**src/rtl/libfifo_pkg.sv**
```systemverilog
// Shared types and helpers for the fifo library: burst-drain FSM states,
// fill-level width calculation and the fifo fill status record.
package libfifo_pkg;

    typedef enum logic [1:0] {
        IDLE  = 2'd0,
        BURST = 2'd1,
        DRAIN = 2'd2
    } burstState_t;

    typedef struct packed {
        logic empty;
        logic almost_empty;
        logic almost_full;
        logic full;
    } fillStatus;

    // Width of a fill-level count able to hold 0..depth inclusive.
    function automatic int fillBits(input int depth);
        return $clog2(depth + 1);
    endfunction

endpackage

```
**src/rtl/fifo_skid_buffer.sv**
```systemverilog
// Small register fifo that absorbs words already popped from the main fifo
// while the downstream stream is stalled. clr_n is a synchronous active-low clear.
module fifo_skid_buffer #(
    parameter int WIDTH      = 32,
    parameter int SKID_DEPTH = 2,
    localparam int CW        = $clog2(SKID_DEPTH + 1),
    localparam int PW        = (SKID_DEPTH > 1) ? $clog2(SKID_DEPTH) : 1
) (
    input  logic             clk,
    input  logic             clr_n,
    input  logic             push_i,
    input  logic [WIDTH-1:0] push_data_i,
    input  logic             pop_i,
    output logic [WIDTH-1:0] head_o,
    output logic [CW-1:0]    count_o,
    output logic             empty_o
);

    logic [WIDTH-1:0] mem_q [SKID_DEPTH];
    logic [PW-1:0]    wr_ptr_q;
    logic [PW-1:0]    rd_ptr_q;
    logic [CW-1:0]    count_q;
    logic [CW-1:0]    count_d;
    logic             do_push_s;
    logic             do_pop_s;

    function automatic logic [PW-1:0] ptr_inc(input logic [PW-1:0] p);
        if (p == PW'(SKID_DEPTH - 1)) begin
            return '0;
        end else begin
            return p + PW'(1);
        end
    endfunction

    assign do_pop_s  = pop_i && (count_q != '0);
    assign do_push_s = push_i && ((count_q != CW'(SKID_DEPTH)) || do_pop_s);
    assign head_o    = mem_q[rd_ptr_q];
    assign count_o   = count_q;
    assign empty_o   = (count_q == '0);

    // Occupancy update: simultaneous push and pop leave the count unchanged.
    always_comb begin
        count_d = count_q;
        if (do_push_s && !do_pop_s) begin
            count_d = count_q + CW'(1);
        end else if (!do_push_s && do_pop_s) begin
            count_d = count_q - CW'(1);
        end else begin
            count_d = count_q;
        end
    end

    // Storage, pointers and count registers.
    always_ff @(posedge clk) begin
        if (!clr_n) begin
            for (int i = 0; i < SKID_DEPTH; i++) begin
                mem_q[i] <= '0;
            end
            wr_ptr_q <= '0;
            rd_ptr_q <= '0;
            count_q  <= '0;
        end else begin
            if (do_push_s) begin
                mem_q[wr_ptr_q] <= push_data_i;
                wr_ptr_q        <= ptr_inc(wr_ptr_q);
            end
            if (do_pop_s) begin
                rd_ptr_q <= ptr_inc(rd_ptr_q);
            end
            count_q <= count_d;
        end
    end

endmodule

```
**src/rtl/fifo_burst_drain.sv**
```systemverilog
// Burst drain stage: pops whole bursts from the fifo and replays them as a
// valid/ready stream with a last flag. Optional idle-timeout partial bursts
// are built when FIFO_BURST_TIMEOUT_EN is defined.
module fifo_burst_drain
    import libfifo_pkg::*;
#(
    parameter int WIDTH        = 32,
    parameter int DEPTH        = 32,
    parameter int BURST_LEN    = 8,
    parameter int READ_LATENCY = 1,
    parameter int TIMEOUT      = 64,
    localparam int FILLBITS    = fillBits(DEPTH)
) (
    input  logic                clk,
    input  logic                reset,
    input  logic [WIDTH-1:0]    fifo_dataout,
    input  logic [FILLBITS-1:0] fifo_fill_level,
    output logic                fifo_read,
    input  logic                flush,
    output logic [WIDTH-1:0]    m_data,
    output logic                m_valid,
    input  logic                m_ready,
    output logic                m_last,
    output logic                busy
);

    localparam int SKID_DEPTH = READ_LATENCY + 1;
    localparam int IFW        = $clog2(READ_LATENCY + 1);
    localparam int SCW        = $clog2(SKID_DEPTH + 1);
    localparam int OW         = SCW + 1;
    localparam logic [FILLBITS-1:0] BURST_LEN_F = FILLBITS'(BURST_LEN);

    burstState_t             state_q, state_d;
    logic [FILLBITS-1:0]     burst_len_q, burst_len_d;
    logic [FILLBITS-1:0]     reads_issued_q, reads_issued_d;
    logic [FILLBITS-1:0]     delivered_q, delivered_d;
    logic [IFW-1:0]          in_flight_q, in_flight_d;
    logic [READ_LATENCY-1:0] rd_pipe_q, rd_pipe_d;
    logic                    flush_q, flush_d;
    logic                    capture_s;
    logic                    xfer_s;
    logic                    last_xfer_s;
    logic                    start_s;
    logic                    clear_s;
    logic                    timeout_hit_s;
    logic                    skid_empty_s;
    logic [SCW-1:0]          skid_count_s;
    logic [OW-1:0]           occ_s;

    fifo_skid_buffer #(
        .WIDTH      (WIDTH),
        .SKID_DEPTH (SKID_DEPTH)
    ) u_skid (
        .clk         (clk),
        .clr_n       (reset),
        .push_i      (capture_s),
        .push_data_i (fifo_dataout),
        .pop_i       (xfer_s),
        .head_o      (m_data),
        .count_o     (skid_count_s),
        .empty_o     (skid_empty_s)
    );

    assign capture_s   = rd_pipe_q[READ_LATENCY-1];
    assign m_valid     = !skid_empty_s;
    assign xfer_s      = m_valid && m_ready;
    assign m_last      = m_valid && (delivered_q == (burst_len_q - FILLBITS'(1)));
    assign last_xfer_s = xfer_s && m_last;
    assign busy        = (state_q != IDLE);
    // A slot freed by this cycle's transfer may be refilled by this cycle's read.
    assign occ_s       = OW'(in_flight_q) + OW'(skid_count_s) - OW'(xfer_s);

    // Read-strobe delay line and count of reads whose data has not yet landed.
    always_comb begin
        rd_pipe_d   = READ_LATENCY'({rd_pipe_q, fifo_read});
        in_flight_d = in_flight_q;
        case ({fifo_read, capture_s})
            2'b10:   in_flight_d = in_flight_q + IFW'(1);
            2'b01:   in_flight_d = in_flight_q - IFW'(1);
            default: in_flight_d = in_flight_q;
        endcase
    end

    // Burst FSM next state, read strobe and burst counters.
    always_comb begin
        state_d        = state_q;
        burst_len_d    = burst_len_q;
        reads_issued_d = reads_issued_q;
        delivered_d    = delivered_q;
        fifo_read      = 1'b0;
        start_s        = 1'b0;
        clear_s        = 1'b0;
        if (xfer_s) begin
            delivered_d = delivered_q + FILLBITS'(1);
        end else begin
            delivered_d = delivered_q;
        end
        case (state_q)
            IDLE: begin
                if (fifo_fill_level >= BURST_LEN_F) begin
                    start_s     = 1'b1;
                    burst_len_d = BURST_LEN_F;
                end else if (flush_q && (fifo_fill_level != '0)) begin
                    start_s     = 1'b1;
                    burst_len_d = fifo_fill_level;
                end else if (flush_q) begin
                    clear_s = 1'b1;
                end else begin
                    state_d = IDLE;
                end
            end
            BURST: begin
                fifo_read = (reads_issued_q < burst_len_q) && (occ_s < OW'(SKID_DEPTH));
                if (fifo_read) begin
                    reads_issued_d = reads_issued_q + FILLBITS'(1);
                end else begin
                    reads_issued_d = reads_issued_q;
                end
                if (last_xfer_s) begin
                    state_d = IDLE;
                end else if (reads_issued_d == burst_len_q) begin
                    state_d = DRAIN;
                end else begin
                    state_d = BURST;
                end
            end
            DRAIN: begin
                if (last_xfer_s) begin
                    state_d = IDLE;
                end else begin
                    state_d = DRAIN;
                end
            end
            default: begin
                state_d = IDLE;
            end
        endcase
        if (start_s) begin
            state_d        = BURST;
            reads_issued_d = '0;
            delivered_d    = '0;
        end else begin
            state_d = state_d;
        end
    end

`ifdef FIFO_BURST_TIMEOUT_EN
    localparam int TCW = $clog2(TIMEOUT + 1);
    logic [TCW-1:0] idle_cnt_q, idle_cnt_d;

    // Count idle cycles spent holding a partial burst; saturates at TIMEOUT.
    always_comb begin
        idle_cnt_d = '0;
        if ((state_q == IDLE) && !start_s && (fifo_fill_level != '0)
            && (fifo_fill_level < BURST_LEN_F)) begin
            if (idle_cnt_q != TCW'(TIMEOUT)) begin
                idle_cnt_d = idle_cnt_q + TCW'(1);
            end else begin
                idle_cnt_d = idle_cnt_q;
            end
        end else begin
            idle_cnt_d = '0;
        end
    end

    // Idle counter register.
    always_ff @(posedge clk) begin
        if (!reset) begin
            idle_cnt_q <= '0;
        end else begin
            idle_cnt_q <= idle_cnt_d;
        end
    end

    assign timeout_hit_s = (idle_cnt_d == TCW'(TIMEOUT));
`else
    // No idle counter in this build; the compare is never true for a valid TIMEOUT.
    assign timeout_hit_s = (TIMEOUT < 0);
`endif

    // Flush latch: a new request always wins over the clear at burst start.
    always_comb begin
        flush_d = flush_q;
        if (flush) begin
            flush_d = 1'b1;
        end else if (start_s || clear_s) begin
            flush_d = 1'b0;
        end else if (timeout_hit_s) begin
            flush_d = 1'b1;
        end else begin
            flush_d = flush_q;
        end
    end

    // State and counter registers with synchronous active-low reset.
    always_ff @(posedge clk) begin
        if (!reset) begin
            state_q        <= IDLE;
            burst_len_q    <= '0;
            reads_issued_q <= '0;
            delivered_q    <= '0;
            in_flight_q    <= '0;
            rd_pipe_q      <= '0;
            flush_q        <= 1'b0;
        end else begin
            state_q        <= state_d;
            burst_len_q    <= burst_len_d;
            reads_issued_q <= reads_issued_d;
            delivered_q    <= delivered_d;
            in_flight_q    <= in_flight_d;
            rd_pipe_q      <= rd_pipe_d;
            flush_q        <= flush_d;
        end
    end

endmodule

```
**config.mk**
```make
export PLATFORM = sky130hd
export DESIGN_NAME = fifo_burst_drain
export DESIGN_NICKNAME = d
export VERILOG_FILES = /design/src/rtl/libfifo_pkg.sv /design/src/rtl/fifo_skid_buffer.sv /design/src/rtl/fifo_burst_drain.sv
export SDC_FILE = /design/constraint.sdc
export NUM_CORES = 1
export LEC_CHECK = 0
export ABC_AREA = 0
export CAP_MARGIN = 20
export CORE_UTILIZATION = 40
export CTS_CLUSTER_DIAMETER = 200
export CTS_CLUSTER_SIZE = 8
export DETAILED_ROUTE_END_ITERATION = 7
export PLACE_DENSITY = 0.66
export SYNTH_ARGS = -nofsm -noshare
export SYNTH_HDL_FRONTEND = slang
export SYNTH_HIERARCHICAL = 1
export SYNTH_SLANG_ARGS = --single-unit
```
**constraint.sdc**
```tcl
create_clock -name clk -period 6.35 [get_ports clk]
set_clock_uncertainty 0.2 [all_clocks]
set_input_delay 1.5875 -clock clk [delete_from_list [all_inputs] [get_ports clk]]
set_output_delay 1.5875 -clock clk [all_outputs]
set_load 0.005 [all_outputs]
```
==> qor.txt <==
Peak VDD IR -> 0.109 mV
Die height -> 108 µm
Initial antenna violation count -> 0
CTS sink cnt -> 92
IO Pins -> 78
Core box area -> 10900 µm²
Synth Instances -> 373
Inserted Diodes -> 0
I/O Buffers -> 77
Worst EP arrival -> 4.31 ns
Vias per inst -> 4.86
Placed Instance Area -> 5460 µm²
TritonCTS clock tree -> done
Syn Area/Cell -> 12.1 µm²
CTS buffer count -> 9
Largest net degree at the start of global routing -> 33
Setup tns final -> 0 ns
Ys flop type -> edfxtp_1
CP required -> 4.56 ns
Register area share after synthesis -> 54.8%
Post-route ant nets -> 0
Vias in the first global route -> 2903
Synth cell types -> 48
Synth Warn # -> 6
Minimum clock period -> 6.09 ns
Dpl cells -> 581
Most frequent cells in the layout -> clkdlybuf4s50_1, edfxtp_1, and2_1
Critical path endpoint category -> primary output
Cell Rows -> 38
Crit-path cells -> clkdlybuf4s50_1, nor2b_1, ha_1, nand2b_1, fa_1, nor2b_1, o2111a_1, o21a_4, and2_2, clkdlybuf4s50_1
Final Slew Violations -> 0
Commonest non-fill, non-tap cell in the layout -> clkdlybuf4s50_1
Critical-path top delay cell -> clkdlybuf4s50_1
Ys async rst share -> 0%
Number of fill cells -> 988
Layout net count -> 508
Drt drc -> 0
Clk_lat worst skew -> 0.33 ns
Initial Util -> 41.4%
Highest clock rate -> 164 MHz
Worst path max stage delay -> 0.50 ns
Post-CTS Setup Bufs -> 0
Status -> completed
Startpoint Class -> input pin
Final Worst Setup Slack -> 0.256 ns
GRT Resource Usage Total -> 15.8%
Slew headroom -> 59.2%
CP delay by family, top -> buffers and inverters
Layout cells sized above 1 -> 16.4%
Final period util -> 96.0%
Worst-path maximum fanout -> 7
Total wire length -> 8.76 mm
Final std cells w/o fill -> 597
Post-synth EDFFs -> 64
Cell area after synthesis -> 4530 µm²
Power density cells -> 247 nW/µm²
Die area -> 11800 µm²
Clock Tree Root -> clkbuf_16
Post-DP HPWL -> 5.91 mm
Drt first-iter violations -> 133
Place WS -> 0.256 ns
Fin util -> 52.9%
Hold-fix buffers, CTS -> 0
Worst Tran Pin Value -> 0.610 ns
Syn_nets -> 429
Grt total ovfl -> 0
CTS clk-pin slew, worst paths -> 0.07 ns
Crit path buffers/inverters -> 2
CP Class -> in2out
DRT Pass-1 Iters -> 4
Leakage -> 2.18 nW
Yosys reg bits -> 92
Post-cts resize count -> 0
RSZ-0062 raised after global routing -> no
H-tree depth -> 3
Routability Congestion -> 0.787
Vias -> 2900
Area growth syn-to-layout -> 27.7%
Routed WL per cell -> 14.7 µm
# setup viols final -> 0
Clock buffer depth -> 2
Max-Cap Viols -> 0
Final instance area -> 5790 µm²
Hold Path Class -> reg2reg
Die width -> 108 µm
Global-route wire length before repair -> 14.0 mm
Final hold viol count -> 0
Yosys cell counts, types with 5 or more instances:
cell | count | area share [%]
edfxtp_1 | 64 | 42
and2_1 | 58 | 8.0
a21oi_1 | 5 | 0.55
xor2_1 | 13 | 2.5
xnor2_1 | 20 | 3.9
clkbuf_1 | 7 | 0.58
dfxtp_1 | 28 | 12
o21ai_0 | 5 | 0.55
and2_2 | 12 | 2.0
nand2_1 | 20 | 1.7
nor2b_1 | 7 | 0.97
nor2_1 | 20 | 1.7
ha_1 | 13 | 3.6
inv_1 | 12 | 0.99
mux2_2 | 31 | 7.7
area by class of cell:
class,count,area [µm²],area share (%)
Sequential cell,92,2480,42.9
Multi-Input combinational cell,253,1920,33.3
Timing Repair Buffer,84,836,14.4
Clock buffer,10,229,3.96
Tap cell,140,175,3.03
Clock inverter,6,93.8,1.62
Inverter,12,45.0,0.779
tightest hold or removal path: cells and delay by family, from the launching register on:
kind	cells	cell delay [ns]
flip-flops	1	0.34
AND/OR/NAND/NOR	1	0.04
buffers and inverters	1	0.08
metal layers:
| layer | part of all wire, % | GRT usage (%) |
|---|---|---|
| met4 | 0.97 | 4.34 |
| met3 | 5.5 | 4.34 |
| met5 | 0 | 0 |
| met2 | 46 | 26.6 |
| met1 | 47 | 19.7 |
cells by family (layout without fill, tap and decap cells):
kind of cell	count (synthesis)	after routing	share of synthesized area [%]
and+or+nand+nor	142	142	18.2
DFF	92	92	54.8
muxes	36	36	8.84
xor gates and xnor gates	33	33	6.38
AOI/OAI and AO/OA	28	28	4.78
buffers and inverters	28	112	2.98
adders and majority gates	14	14	4.03
worst paths after layout:
kind / from / to / slack [ns] / cells after the start
worst max-delay path: m_ready / fifo_read / 0.26 / 10
worst min-delay path: burst_len_q[5] / burst_len_q[5] / 0.30 / 2
worst max register to register: u_skid/count_o[1] / state_q[0] / 2.82 / 12
worst min register to register: burst_len_q[5] / burst_len_q[5] / 0.30 / 2
sequential cells by signal (all words and copies together), names as in the netlist, named ones only:
name and cells:
capture_s 1, u_skid/rd_ptr_q 1, flush_q 1, u_skid/mem_q 64, u_skid/count_o 2, state_q 2
in_flight_q 1, reads_issued_q 6, delivered_q 6, burst_len_q 6, u_skid/wr_ptr_q 1
report_power, final:
| part | total, mW | internal, mW | switching [mW] | leakage [nW] |
|---|---|---|---|---|
| clock | 0.578 | 0.349 | 0.229 | 0.154 |
| sequential | 0.680 | 0.668 | 0.0121 | 0.889 |
| combinational | 0.170 | 0.0985 | 0.0718 | 1.14 |
| total | 1.43 | 1.12 | 0.313 | 2.18 |
metrics by stage:
step                power [mW]  hold slack (ns)
finish                    1.43            0.302
global placement         0.861            0.296
CTS                       1.45            0.304
floorplan                0.780            0.266
global route              1.48            0.339
detailed placement       0.866            0.293
Note: power is estimated with default switching activity, not from simulation.
